===== config.mk =====
export PLATFORM = sky130hd
export DESIGN_NAME = sdram_arb
export DESIGN_NICKNAME = d
export VERILOG_FILES = /design/src/rtl/sdram_arb_pkg.sv /design/src/rtl/sdram_arb_port.sv /design/src/rtl/sdram_arb.sv
export SDC_FILE = /design/constraint.sdc
export NUM_CORES = 1
export LEC_CHECK = 0
export CAP_MARGIN = 10
export CORE_UTILIZATION = 46
export DETAILED_ROUTE_END_ITERATION = 8
export PLACE_DENSITY = 0.84
export SLEW_MARGIN = 20
export SYNTH_ARGS = -nofsm -noshare
export SYNTH_HDL_FRONTEND = slang
export SYNTH_HIERARCHICAL = 1
export SYNTH_SLANG_ARGS = --single-unit

===== constraint.sdc =====
create_clock -name clk -period 1.65 [get_ports clk]
set_input_delay 0.495 -clock clk [delete_from_list [all_inputs] [get_ports clk]]
set_output_delay 0.495 -clock clk [all_outputs]
set_load 0.03 [all_outputs]

===== src/rtl/sdram_arb_pkg.sv =====
// Shared types and parameter defaults for the two-port SDRAM byte-port arbiter.
package sdram_arb_pkg;

    localparam int ADDR_W_DEF  = 25;
    localparam int RDY_TMO_DEF = 7;

    typedef enum logic [1:0] {
        IDLE,
        ISSUE,
        WAIT_LO,
        WAIT_HI
    } state_t;

endpackage


===== src/rtl/sdram_arb_port.sv =====
// One requester port: edge detect on rd/we, request capture, pending flag,
// and the ready/dout registers seen by the requester.
module sdram_arb_port
    import sdram_arb_pkg::*;
#(
    parameter int ADDR_W = ADDR_W_DEF
) (
    input  logic              clk,
    input  logic              init,
    input  logic [ADDR_W-1:0] addr_i,
    input  logic [7:0]        din_i,
    input  logic              we_i,
    input  logic              rd_i,
    input  logic              done_i,
    input  logic [7:0]        ram_dout_i,
    output logic              pending_o,
    output logic              op_we_o,
    output logic [ADDR_W-1:0] addr_o,
    output logic [7:0]        din_o,
    output logic              ready_o,
    output logic [7:0]        dout_o
);

    logic              we_prev_q, rd_prev_q;
    logic              pending_q, pending_d;
    logic              op_we_q, op_we_d;
    logic [ADDR_W-1:0] addr_q, addr_d;
    logic [7:0]        din_q, din_d;
    logic              ready_q, ready_d;
    logic [7:0]        dout_q, dout_d;
    logic              we_edge, req_edge;

    assign we_edge  = we_i & ~we_prev_q;
    assign req_edge = we_edge | (rd_i & ~rd_prev_q);

    always_comb begin
        // NOTE: every signal gets a default first so no path leaves it unassigned (no latch).
        pending_d = pending_q;
        op_we_d   = op_we_q;
        addr_d    = addr_q;
        din_d     = din_q;
        ready_d   = ready_q;
        dout_d    = dout_q;

        if (done_i) begin
            if (!op_we_q) dout_d = ram_dout_i;
            pending_d = 1'b0;
            ready_d   = 1'b1;
        end

        // A fresh edge in the completion cycle overrides the completion; otherwise it
        // is only accepted when nothing is pending. A write wins over a same-cycle read.
        if (req_edge && (!pending_q || done_i)) begin
            pending_d = 1'b1;
            ready_d   = 1'b0;
            op_we_d   = we_edge;
            addr_d    = addr_i;
            din_d     = din_i;
        end
    end

    always_ff @(posedge clk) begin
        // NOTE: sequential state uses non-blocking assignments so all registers update together.
        we_prev_q <= we_i;
        rd_prev_q <= rd_i;
        if (init) begin
            pending_q <= 1'b0;
            op_we_q   <= 1'b0;
            addr_q    <= '0;
            din_q     <= '0;
            ready_q   <= 1'b1;
            dout_q    <= '0;
        end else begin
            pending_q <= pending_d;
            op_we_q   <= op_we_d;
            addr_q    <= addr_d;
            din_q     <= din_d;
            ready_q   <= ready_d;
            dout_q    <= dout_d;
        end
    end

    assign pending_o = pending_q;
    assign op_we_o   = op_we_q;
    assign addr_o    = addr_q;
    assign din_o     = din_q;
    assign ready_o   = ready_q;
    assign dout_o    = dout_q;

endmodule


===== src/rtl/sdram_arb.sv =====
// Round-robin arbiter sharing one SDRAM byte port between two edge-triggered requesters.
module sdram_arb
    import sdram_arb_pkg::*;
#(
    parameter int ADDR_W  = ADDR_W_DEF,
    parameter int RDY_TMO = RDY_TMO_DEF
) (
    input  logic              clk,
    input  logic              init,
    input  logic [ADDR_W-1:0] p0_addr,
    input  logic [ADDR_W-1:0] p1_addr,
    input  logic [7:0]        p0_din,
    input  logic [7:0]        p1_din,
    input  logic              p0_we,
    input  logic              p1_we,
    input  logic              p0_rd,
    input  logic              p1_rd,
    output logic [7:0]        p0_dout,
    output logic [7:0]        p1_dout,
    output logic              p0_ready,
    output logic              p1_ready,
    output logic [ADDR_W-1:0] ram_addr,
    output logic [7:0]        ram_din,
    output logic              ram_we,
    output logic              ram_rd,
    input  logic [7:0]        ram_dout,
    input  logic              ram_ready
);

    localparam int TMO_W = $clog2(RDY_TMO + 1);

    state_t            state_q;
    logic              grant_q, last_q;
    logic              ram_we_q, ram_rd_q;
    logic [ADDR_W-1:0] ram_addr_q;
    logic [7:0]        ram_din_q;
    logic [TMO_W-1:0]  tmo_q;

    logic [1:0]        pend, op_we, done;
    logic [ADDR_W-1:0] cap_addr [2];
    logic [7:0]        cap_din  [2];
    logic              gnt_sel;

    sdram_arb_port #(.ADDR_W(ADDR_W)) u_port0 (
        .clk(clk), .init(init), .addr_i(p0_addr), .din_i(p0_din), .we_i(p0_we), .rd_i(p0_rd),
        .done_i(done[0]), .ram_dout_i(ram_dout), .pending_o(pend[0]), .op_we_o(op_we[0]),
        .addr_o(cap_addr[0]), .din_o(cap_din[0]), .ready_o(p0_ready), .dout_o(p0_dout)
    );

    sdram_arb_port #(.ADDR_W(ADDR_W)) u_port1 (
        .clk(clk), .init(init), .addr_i(p1_addr), .din_i(p1_din), .we_i(p1_we), .rd_i(p1_rd),
        .done_i(done[1]), .ram_dout_i(ram_dout), .pending_o(pend[1]), .op_we_o(op_we[1]),
        .addr_o(cap_addr[1]), .din_o(cap_din[1]), .ready_o(p1_ready), .dout_o(p1_dout)
    );

    // With both pending, the port not served last wins; otherwise the only pending one.
    assign gnt_sel = (pend[0] && pend[1]) ? ~last_q : pend[1];

    assign done[0] = (state_q == WAIT_HI) && ram_ready && (grant_q == 1'b0);
    assign done[1] = (state_q == WAIT_HI) && ram_ready && (grant_q == 1'b1);

    always_ff @(posedge clk) begin
        if (init) begin
            state_q    <= IDLE;
            grant_q    <= 1'b0;
            last_q     <= 1'b1;
            ram_we_q   <= 1'b0;
            ram_rd_q   <= 1'b0;
            ram_addr_q <= '0;
            ram_din_q  <= '0;
            tmo_q      <= '0;
        end else begin
            case (state_q)
                IDLE: begin
                    if ((pend[0] || pend[1]) && ram_ready) begin
                        grant_q    <= gnt_sel;
                        ram_addr_q <= cap_addr[gnt_sel];
                        ram_din_q  <= cap_din[gnt_sel];
                        ram_we_q   <= op_we[gnt_sel];
                        ram_rd_q   <= ~op_we[gnt_sel];
                        state_q    <= ISSUE;
                    end
                end
                ISSUE: begin
                    ram_we_q <= 1'b0;
                    ram_rd_q <= 1'b0;
                    tmo_q    <= '0;
                    state_q  <= WAIT_LO;
                end
                WAIT_LO: begin
                    // A device that never signals busy must not hang the arbiter.
                    if (!ram_ready || (tmo_q == TMO_W'(RDY_TMO - 1))) begin
                        state_q <= WAIT_HI;
                    end else begin
                        tmo_q <= tmo_q + 1'b1;
                    end
                end
                WAIT_HI: begin
                    if (ram_ready) begin
                        last_q  <= grant_q;
                        state_q <= IDLE;
                    end
                end
                default: state_q <= IDLE;
            endcase
        end
    end

    assign ram_we   = ram_we_q;
    assign ram_rd   = ram_rd_q;
    assign ram_addr = ram_addr_q;
    assign ram_din  = ram_din_q;

endmodule

=== Yosys cells after proc, flatten, opt, wreduce, memory -nomap -nowiden ===
Index checks and enable logic that the tools add are counted.

* Register bits after elaboration: 134
* Bits of input ports: 81

* $add $sub $neg: 1
* $lt $le $gt $ge: 2
* Equal/unequal tests: 8
* Muxes and demuxes: 27
* Bitwise logic cells: 16
* Reduce and logical (&&, ||, !) cells: 26

{| class="wikitable"
|+ Operators with widths
! operator !! count
|-
| two-way mux 25 bit || 3
|-
| two-way mux 8 bit || 3
|-
| two-way mux 1 bit || 13
|-
| AND reduction 2 bit || 6
|-
| inverter 1 bit || 9
|-
| != test 2 bit, second input constant || 4
|-
| case mux 2 bit (4 select lines) || 1
|-
| nonzero test 2 bit || 4
|-
| logical AND 1 bit || 7
|-
| two-way mux 2 bit || 3
|-
| case mux 3 bit (2 select lines) || 1
|-
| bitwise AND 1 bit || 4
|-
| == test 2 bit, second input constant || 2
|-
| logical OR 1 bit || 4
|-
| case mux 1 bit (2 select lines) || 2
|-
| adder 3 x 1 -> 3 bit, second input constant || 1
|-
| == test 3 bit, second input constant || 1
|-
| zero test 1 bit || 3
|-
| two-way mux 3 bit || 1
|-
| AND reduction 3 bit || 1
|-
| == test 2 x 1 -> 1 bit, second input constant || 1
|-
| greater-or-equal comparator 2 bit, second input constant || 1
|-
| zero test 2 bit || 1
|-
| less-than comparator 1 x 2 -> 1 bit, second input constant || 1
|-
| 2 further kinds || 3
|}

=== Longest topological paths before layout ===
* Word-level depth: 7
* Gate-level depth with buffers: 8
* Mapped depth without buffers: 6

=== By module ===
The synthesis kept the hierarchy.

{| class="wikitable"
|+ By module, submodules not included
! module !! instances !! cells each !! area an instance (µm²)
|-
| sdram_arb_port || 2 || 185 || 1984.4
|-
| sdram_arb || 1 || 209 || 2235.9
|}

=== Worst setup path after synthesis ===
Ideal clock, no wire load.

* Path kind: input to register
* From: input ram_ready
* To: register u_port0.addr_q[0] (netlist: u_port0/addr_o[0])
* Library setup time: 0.072 ns
* Data arrival time: 1.493 ns
* Required time: 1.578 ns
* Setup slack: 0.086 ns
* Stages on the path: 8
* Cell sequence: buf_6 > nand2_1 > nor2_1 > nor2b_2 > a21oi_2 > buf_6 > buf_12 > mux2i_1

* Longest elaborated chain between the ends: 4

{| class="wikitable"
|+ RTL lines
! element !! RTL line !! RTL
|-
| start: declaration || sdram_arb.sv:27 || <nowiki>input logic ram_ready</nowiki>
|-
| logical AND 1 bit (2 in series) || sdram_arb.sv:59 || <nowiki>assign done[0] = (state_q == WAIT_HI) && ram_ready && (grant_q == 1'b0);</nowiki>
|-
| named net done[0] || sdram_arb.sv:39 || <nowiki>logic [1:0] pend, op_we, done;</nowiki>
|-
| logical OR 1 bit || sdram_arb_port.sv:53 || <nowiki>if (req_edge && (!pending_q || done_i)) begin</nowiki>
|-
| logical AND 1 bit || sdram_arb_port.sv:53 ||
|-
| end signal: assignment || sdram_arb_port.sv:76 || <nowiki>addr_q <= addr_d;</nowiki>
|-
| end: declaration || sdram_arb_port.sv:27 || <nowiki>logic [ADDR_W-1:0] addr_q, addr_d;</nowiki>
|}

The timed path passes the listed nets, and every way through them passes these cells.
A chain may end at the register's enable or synchronous reset.

=== Final worst setup path ===
* From: register u_port1.dout_q[0] (netlist: u_port1/dout_o[0])
* To: output p1_dout[0]

{| class="wikitable"
|+ RTL lines
! element !! RTL line !! RTL
|-
| start: declaration || sdram_arb_port.sv:30 || <nowiki>logic [7:0] dout_q, dout_d;</nowiki>
|-
| start signal: assignment || sdram_arb_port.sv:79 || <nowiki>dout_q <= dout_d;</nowiki>
|-
| end: declaration || sdram_arb.sv:19 || <nowiki>output logic [7:0] p1_dout,</nowiki>
|}

No word-level cell between the ends.

==> impl_results.md <==
* Buffers added on ports at around 130
* Slowest stage delay, CP at 0.39 ns
* Clk slew on worst S/H paths at 0.05 ns
* # diodes at 0
* Vias post-DR at approximately 4600
* Tmin final at approximately 1.6 ns
* Hold/Removal Path Class: flop to flop
* Slowest CP cell: clkdlybuf4s15_1
* Bufs on Longest Clock Path at 2
* Cell variety after synth at 43
* Startpoint types: flop
* Net Count, Synth at 667
* Sequential fraction of the synthesis area at 43.23%
* Final setup viols at 0
* CTS H-tree depth at 4
* Commonest non-fill, non-tap cells in the layout: nand2b_1, dfxtp_1, mux2i_1
* Initial core utilization at 47.04%
* P per Cell Area at 1190 mW/mm²
* Vias per inst at 4.991
* GPL Wtd Cong at 0.8003
* Pin count of the biggest net entering global routing at 56
* Crit path DAT at about 1.1 ns
* Max Clk Rate at 615.1 MHz
* Rel. slew slack at 70.42%
* Total power at 0.01013 W
* Layout area overhead at 37.20%
* Worst path bufs/invs at 1
* Syn. warnings at 6
* Critical path class: flop to output pin
* Critical-path cell list: clkdlybuf4s15_1
* VDD IR max at 0.0007576 V
* Placed inst area at 0.007799 mm²
* Pleak at 3.208 nW
* Overflow left after global routing at 0
* Post-CTS Hold Buffers at 0
* Initial DRC Count at about 210
* Ys async rst share at 0%
* Die X at 118.1 µm
* Die Span Y at 118.1 µm
* Synthesized cell area at 0.006205 mm²
* Maxcap violations at 0
* Fin crit share at a little over nine tenths
* Design Area, Final at ~0.0085 mm²
* CTS tree: built
* Tightest Pin Transition at 0.4437 ns
* Dpl hpwl at 9.745 mm
* Post-route ant nets at 0
* Initial antenna violation count at 0
* Clock Root Buffer: clkbuf_16
* Number of buffers created by CTS at 17
* CTS Sinks at around 130
* Most common cell after layout, fill and taps aside: nand2b_1
* Status: complete, no violations
* RSZ-0062 raised after global routing: true
* WL final at 14.55 mm
* Worst Setup End Kind: output pin
* FF+latch count, synth at between 100 and 150
* Layout cells sized above 1 at 21.13%
* Number of nets in the layout at 818
* Slew Viols, Final at 0
* Core Footprint at 0.01319 mm²
* Layout fillers at 986
* CP top delay family: buffers and inverters
* Synth Flop Type: dfxtp_1
* Rows at 42
* Pre-Repair DR Iteration Count at 6
* Number of global-route vias before repair at 4923
* WL/cell at approximately 16 µm
* First-pass GRT wire length at 23.61 mm
* Worst skew pair latency at 0.41 ns
* Fin Clk Skew at 0.006561 ns
* Total track usage at a little over a fifth
* Synth Instances at 579
* Avg Cell Area, Syn at approximately 11 µm²
* CP Data Required Time at around 1.2 ns
* Max FO, Critical Path at 2
* DIE AREA at 0.01396 mm²
* Drc violations at 0
* Final Hold Fails at 0
* Number of synthesized flops with an enable pin at 0
* Top Ports at 134
==> path summary, 6_finish.rpt <==
path	startpoint	to	slack (ns)	cells past startpoint
setup / recovery	u_port1/dout_o[0]	p1_dout[0]	0.02	1
hold / removal	u_port0/addr_o[16]	u_port0/addr_o[16]	0.47	2
setup reg to reg	state_q[0]	tmo_q[2]	0.03	5
hold reg to reg	u_port0/addr_o[16]	u_port0/addr_o[16]	0.47	2
==> state kept, by name, summed over array words and instances (netlist names), 2 cells and up <==
name            flops
ram_addr           25
ram_din             8
state_q             2
tmo_q               3
u_port0/addr_o     25
u_port0/din_o       8
u_port0/dout_o      8
u_port1/addr_o     25
u_port1/din_o       8
u_port1/dout_o      8
==> layout make-up <==
type | count | area (µm²) | share of cell area, %
clock inverters | 12 | 153.9 | 1.808
repair buffers | 175 | 1797 | 21.11
clock buffers | 20 | 446.7 | 5.247
flip-flops and latches | 134 | 2690 | 31.60
well taps | 176 | 220.2 | 2.587
multi-input cells | 396 | 3181 | 37.36
inverters | 6 | 25.02 | 0.2939
==> tightest hold or removal path, cell delays in order (launching register included) <==
cell and delay, ns:
dfxtp_1 0.31, nand2b_1 0.06, mux2i_1 0.05
==> cell usage after synthesis (2+ instances only) <==
library cell	count	area, µm²
a21oi_2	2	17.52
buf_2	9	45.04
a31oi_1	2	12.51
a211oi_2	29	362.9
nand2b_4	4	55.05
a21oi_1	3	15.01
o21bai_1	3	22.52
dfxtp_1	134	2683
buf_6	6	67.56
clkbuf_1	14	52.55
nor2_1	52	195.2
nor2b_2	2	17.52
o32ai_1	2	17.52
ha_1	7	87.58
buf_4	5	37.54
or2b_1	2	15.01
nand2_1	3	11.26
buf_12	9	180.2
inv_1	4	15.01
a211oi_1	4	30.03
mux2i_1	118	1181
nand2b_1	139	869.6
nor2b_1	3	18.77
a221oi_2	2	30.03
o211ai_1	3	22.52
==> layer usage <==
layer | wire length (µm) | vias to the layer above | GRT usage, %
met5 | 0 | - | 0
met4 | 522 | 0 | 11.86
met3 | 453 | 39 | 4.392
met2 | 7409 | 106 | 38.35
met1 | 6167 | 2182 | 23.80
li1 | - | 2260 | -
==> metrics by stage <==
| stage | utilization (%) | std cells | setup TNS (ns) | setup slack (ns) | hold WS (ns) |
|---|---|---|---|---|---|
| after floorplan | - | 579 | 0 | 0.08568 | 0.4450 |
| after global placement | 59.13 | 880 | -41.40 | -0.3950 | 0.4569 |
| after detailed placement | 59.13 | 880 | -48.09 | -0.4699 | 0.4591 |
| after CTS | 64.68 | 917 | -0.4109 | -0.04925 | 0.4755 |
| after global routing | 64.54 | 919 | -0.1330 | -0.02365 | 0.4897 |
| final | 64.54 | 919 | 0 | 0.02418 | 0.4737 |
==> cells by family (layout without fill, tap and decap cells) <==
| kind of cell | Yosys count | in the layout | synth area share [%] |
|---|---|---|---|
| simple gates | 212 | 212 | 19.92 |
| fa+ha+maj | 7 | 7 | 1.412 |
| mux | 118 | 118 | 19.04 |
| compound gates | 59 | 59 | 9.821 |
| flops | 134 | 134 | 43.23 |
| buf+inv | 49 | 213 | 6.574 |
==> report_power, final <==
part | switching (W) | internal [W]
clock | 0.00139 | 0.00241
combinational | 0.00133 | 0.00119
sequential | 0.000226 | 0.00359
==> timing repair <==
item	CTS	global route
setup buffers	3	2
resized for setup	126	24
pin swaps	2	0
setup endpoints to repair	127	65
cloned	2	0
Power figures use the tool's default switching activity.
